### src/rtl/mem_pkg.sv
// Shared bus constants for the CPU data-bus storage blocks.
package mem_pkg;
    localparam int REG_WIDTH  = 8;
    localparam int ADDR_WIDTH = 16;
endpackage

### src/rtl/mem.sv
// Single-port synchronous RAM: write-first, registered read, synchronous clear.
// Out-of-range accesses never touch storage and return zero on dout.
module mem
    import mem_pkg::*;
#(
    parameter int DEPTH = 256
) (
    input  logic                  clk,
    input  logic                  reset_n,
    input  logic                  we,
    input  logic [ADDR_WIDTH-1:0] addr,
    input  logic [REG_WIDTH-1:0]  din,
    output logic [REG_WIDTH-1:0]  dout
);
    localparam int IDX_WIDTH = (DEPTH > 1) ? $clog2(DEPTH) : 1;
    // One extra bit so a DEPTH of 2**ADDR_WIDTH is still representable.
    localparam logic [ADDR_WIDTH:0] DEPTH_LIMIT = (ADDR_WIDTH + 1)'(DEPTH);

    logic [REG_WIDTH-1:0] words [DEPTH];
    logic                 in_range;
    logic [IDX_WIDTH-1:0] idx;

    always_comb begin
        in_range = ({1'b0, addr} < DEPTH_LIMIT);
        idx      = addr[IDX_WIDTH-1:0];
    end

    // reset_n is active-high despite its name; it outranks any write.
    always_ff @(posedge clk) begin
        if (reset_n) begin
            for (int i = 0; i < DEPTH; i++) begin
                words[i] <= '0;
            end
            dout <= '0;
        end else if (in_range) begin
            if (we) begin
                words[idx] <= din;
                dout       <= din;
            end else begin
                dout <= words[idx];
            end
        end else begin
            dout <= '0;
        end
    end
endmodule

### config.mk
export PLATFORM = sky130hd
export DESIGN_NAME = mem
export DESIGN_NICKNAME = d
export VERILOG_FILES = /design/src/rtl/mem_pkg.sv /design/src/rtl/mem.sv
export SDC_FILE = /design/constraint.sdc
export NUM_CORES = 2
export LEC_CHECK = 0
export BUFFER_PORTS_ARGS = -buffer_cell sky130_fd_sc_hd__buf_2
export CAP_MARGIN = 20
export CORE_MARGIN = 3
export CORE_UTILIZATION = 25
export CTS_BUF_LIST = sky130_fd_sc_hd__clkbuf_16
export DETAILED_ROUTE_END_ITERATION = 6
export GPL_TIMING_DRIVEN = 0
export PLACE_DENSITY_LB_ADDON = 0.15
export SYNTH_ARGS = -nofsm -noshare
export SYNTH_HDL_FRONTEND = slang
export SYNTH_SLANG_ARGS = --single-unit
### constraint.sdc
create_clock -name clk -period 2.9 [get_ports clk]
set_input_delay 0 -clock clk [delete_from_list [all_inputs] [get_ports clk]]
set_output_delay 0 -clock clk [all_outputs]
set_load 0.005 [all_outputs]
======== Yosys cells after proc, flatten, opt, wreduce, memory -nomap -nowiden ========
Memories as Yosys holds them, arrays and structs flattened. A register that Yosys moved wholly into a read port is not among the register bits.
Index checks and enable logic that the tools add are counted.
storage, ports and cells
  register bits after elaboration ......... 0
  bits in writable memories ............... 2,048
  output and inout bits ................... 8
  memories kept ........................... 1
cells by class
  order comparisons ....................... 1
  muxes and demuxes ....................... 9
  bitwise gates (word level) .............. 1
  reductions and logical operators ........ 2
memory list
  memory  words  bits a word  read ports  clocked after Yosys merged registers in  write ports  RTL line   text
  words   256    8            1           1                                        256          mem.sv:19  logic [REG_WIDTH-1:0] words [DEPTH];
operators with widths
  operator                                                      count
  less-than comparator 16 x 9 -> 1 bit (second input constant)  1
  2-to-1 mux 8 bit                                              2
  OR reduction 8 bit                                            1
  2-to-1 mux 1 bit                                              7
  OR reduction 2 bit                                            1
  inverter 1 bit                                                1

======== Depth between registers and ports, before layout ========
  depth after elaboration ................. 6
  gate-level depth with buffers ........... 12

======== Worst setup path after synthesis ========
No wires, ideal clock.
  kind .................................... input port to flip-flop
  from .................................... input addr[0]
  to ...................................... memory words[111][0] (enable)
  library setup time ...................... 0.326 ns
  arrival ................................. 1.926 ns
  required time ........................... 2.574 ns
  path slack .............................. 0.648 ns
  cell stages on the path ................. 10
  path buffers ............................ 7
  cells stage by stage .................... buf_6 > buf_4 > buf_6 > buf_4 > buf_4 > buf_4 > nand2_1 > nor2_1 > buf_2 > a21o_1
RTL lines
  item                RTL line   text
  start: declaration  mem.sv:11  input logic [ADDR_WIDTH-1:0] addr,
  end: declaration    mem.sv:19

======== Worst setup path after layout ========
  from .................................... input addr[0]
  to ...................................... register dout[3], read port of words
on the way
  longest elaborated chain between the ends .. 3
ends and longest elaborated chain
  item                                  RTL line   text
  less-than comparator 16 x 9 -> 1 bit  mem.sv:24  in_range = ({1'b0, addr} < DEPTH_LIMIT);
  inverter 1 bit (no source line)       --
  OR reduction 2 bit (no source line)   --
  end: declaration                      mem.sv:13  output logic [REG_WIDTH-1:0] dout
Parallel ways exist; a longest one is shown, timed or not.

==> impl_metrics.ini <==
[status]
status = finished with violations
violations = design-rule violations, negative setup slack

[placement]
place_congestion = 1.05
io_buffers = 21
hpwl_mm = 415
dp_slack_ns = -3.72

[hold_path]
hold_path_end = words[21][7]
hold_path_class = input port to flip-flop
min_path_cells = 4
hold_start = addr[6]

[final_layout]
finish.utilization_pct = 30.5
drive_gt1_share_pct = 21.8
fillers = 36200
multi_input_area_um2 = 27300
syn2layout_area_growth_pct = 21.1
seq_area_um2 = 61700
finalNetCount = 6881

[synth]
synth_area_um2 = 90600
yosysSeqAreaShare_pct = 68.0
synth_ff_type = edfxtp_1
synth_seq_cells = 2056
yosys_warnings = 0
async_flop_share_pct = 0
synth_fp_nets = 6436
synth_edf_count = 2048
syn-instance-count = 6409
synth_cell_types = 64
avgSynthCellArea_um2 = 14.1

[route]
viasPerCell = 5.87
drtIter0Drc = 12800
drc = 25
drt-total-wl_mm = 592
wl_per_cell_um = 49.8
dr.pass1.iters = 7
final_antenna_net_count = 0
vias = 69800

[job]
maxCapViolations = 0

[floorplan]
rows = 220
core_um2 = 360000
die_area_um2 = 370000
io_pins = 35
die_x_um = 608
initial_core_util_pct = 25.2
die_h_um = 608

[cts]
clkSinkCount = 2056
cts_tree = done
h-tree-depth = 4
root_buffer = clkbuf_16
cts_buffers = 239
cts.clk_slew.worst_paths_ns = 0.06
clock_latency_ns = 1.00
clock_path_buffers = 4

[critical_path]
rr_startpoint = words[136][3]
r2r-end = dout[3]
critical_path_depth = 11
startpoint = addr[0]
path_class = input port to flip-flop
critPathArrivalTime_ns = 4.17
path_buf_inv = 6
crit_family = compound AO/OA/AOI/OAI gates
critPathMaxFanout = 10
worstRegToRegCells = 6
crit_path_max_incr_delay_ns = 0.62
cpMostUsedCell = buf_8
cp_slowest_cell = a32oi_2
required_ns = 3.75
crit_chain = buf_4 -> buf_12 -> buf_8 -> clkinv_4 -> buf_8 -> buf_6 -> nand2_1 -> a32oi_1 -> a311o_1 -> o2111ai_2 -> a32oi_2
r2r_setup_slack_ns = -0.10
startpoint_type = input port
cp-end-kind = flip-flop

[timing]
finalSetupTns_ns = -113.02
slew_headroom_pct = 14.5
skew_ns = 0.0772
fmax_mhz = 301
rsz0062_at_grt = true
hold_slack_ns = 0.0726
finalWorstSetupSlack_ns = -0.423
worst_pin_slew_ns = 1.28
setup_violations = 1420
hold_viol = 0
fin_crit_sh_pct = 115
period_needed_ns = 3.32
final_max_slew_viol_count = 0

[grt]
grt_pass1_vias = 63700
grtUsageMet1_pct = 38.5
antenna_found_initial = 85
busiest_layer = met2
gr-total-overflow = 0
globalRouteMet2Util_pct = 43.2
track_usage_pct = 31.1
grt_pass1_wl_mm = 733
grt_use_met3_pct = 12.8
grt_max_degree = 19

[power]
p_per_area_nw_per_um2 = 657
irDropWorstVdd_v = 0.000560
p_leak_nw = 34.7
p_clk_share_pct = 41.4
switchingPower_mw = 19.6
p_sw_share_pct = 27.2
p_int_mw = 52.5
p_seq_share_pct = 47.8
power_frac_comb_pct = 10.8
==> Yosys cell counts, drive strengths merged, types with 4 or more instances <==
cell type / number / area share, %
mux2i: 168 / 1.9
nand4: 7 / 0.048
nand2b: 10 / 0.069
mux2: 8 / 0.099
nor2: 2109 / 8.7
buf: 178 / 1.3
a21o: 254 / 2.1
edfxtp: 2048 / 68
o2111ai: 10 / 0.097
o311ai: 7 / 0.068
a31oi: 17 / 0.12
nor2b: 12 / 0.083
a22o: 10 / 0.097
o22a: 5 / 0.048
dfxtp: 8 / 0.18
nand2: 218 / 0.90
o221ai: 5 / 0.048
or3: 4 / 0.028
nor3: 28 / 0.18
nand3b: 4 / 0.041
clkbuf: 463 / 1.9
a211oi: 18 / 0.15
and3: 11 / 0.076
and2: 9 / 0.062
a22oi: 95 / 0.79
nor4: 10 / 0.069
o21ai: 24 / 0.13
nand3: 50 / 0.28
a221oi: 11 / 0.11
o22ai: 52 / 0.36
a21oi: 31 / 0.17
a32oi: 17 / 0.16
inv: 9 / 0.037
mux4: 457 / 11
==> per-layer routing <==
layer  vias up  routed length, um
met5         -                975
met4        43              52700
li1      24600                  -
met3      1698              74800
met1     37300             223000
met2      6117             241000
==> cell families after synthesis <==
group           share of synthesized area [%]
simple gates                             10.7
flops                                    68.0
buf+inv                                  3.24
mux                                      13.3
compound gates                           4.75
==> power groups by stage <==
| stage | clock network (mW) | logic, mW | registers (mW) |
|---|---|---|---|
| 2_1_floorplan | 0 | 2.88 | 34.9 |
| 3_3_place_gp | 0 | 6.88 | 35.0 |
| 3_5_place_dp | 0 | 7.05 | 35.1 |
| 4_1_cts | 29.7 | 7.37 | 34.5 |
| 5_1_grt | 30.8 | 7.55 | 34.6 |
| 6_report | 29.8 | 7.82 | 34.5 |
==> worst max path at each step <==
stage / end
after floorplan: words[111][0]
after global placement: words[18][4]
after detailed placement: words[24][5]
after CTS: dout[2]
after global routing: dout[3]
final: dout[3]
==> metrics by stage <==
stage	area (um^2)	cells	power, mW
floorplan	90600	6409	37.7
global placement	96700	11200	41.9
detailed placement	99700	11300	42.1
CTS	109000	11800	71.6
global route	110000	11800	73.0
finish	110000	11900	72.1
==> placed cells by master, fill, tap and decap left out, types with 85 or more instances in the layout <==
cell type,Yosys,routed
mux4_2,457,457
nor2_1,2108,2086
clkbuf_2,0,100
a21o_1,254,112
buf_8,0,85
mux2i_1,168,157
clkbuf_1,463,335
clkbuf_16,0,243
a21o_2,0,98
nand2_1,218,215
a22oi_1,95,90
edfxtp_1,2048,2048
==> registers in the layout, summed over array words and instances, names as in the netlist <==
| register | flops |
|---|---|
| dout | 8 |
| words | 2048 |
==> repair_timing <==
item | 4_1_cts | 5_1_grt
setup endpoints to repair | 4011 | 758
pin swaps | 12 | 10
hold buffers | 3 | 0
buffers inserted | 22 | 12
hold endpoints to repair | 19 | 0
resized for setup | 511 | 152
==> worst register-to-register path, delay by kind of cell, from the launching register on <==
family | cells | cell delay [ns]
AO/OA/AOI/OAI | 4 | 1.39
multiplexers | 2 | 1.09
flip-flops | 1 | 0.37
==> final cells by class <==
type / count / share of cell area, %
flip-flops and latches: 2056 / 56.2
multi-input cells: 3702 / 24.9
clock buffers: 243 / 5.54
well taps: 4773 / 5.44
plain buffers: 638 / 3.62
repair buffers: 207 / 2.96
clock inverters: 185 / 1.19
diodes: 74 / 0.169
inverters: 10 / 0.0433
No activity file was read; power rests on OpenSTA's default activity.
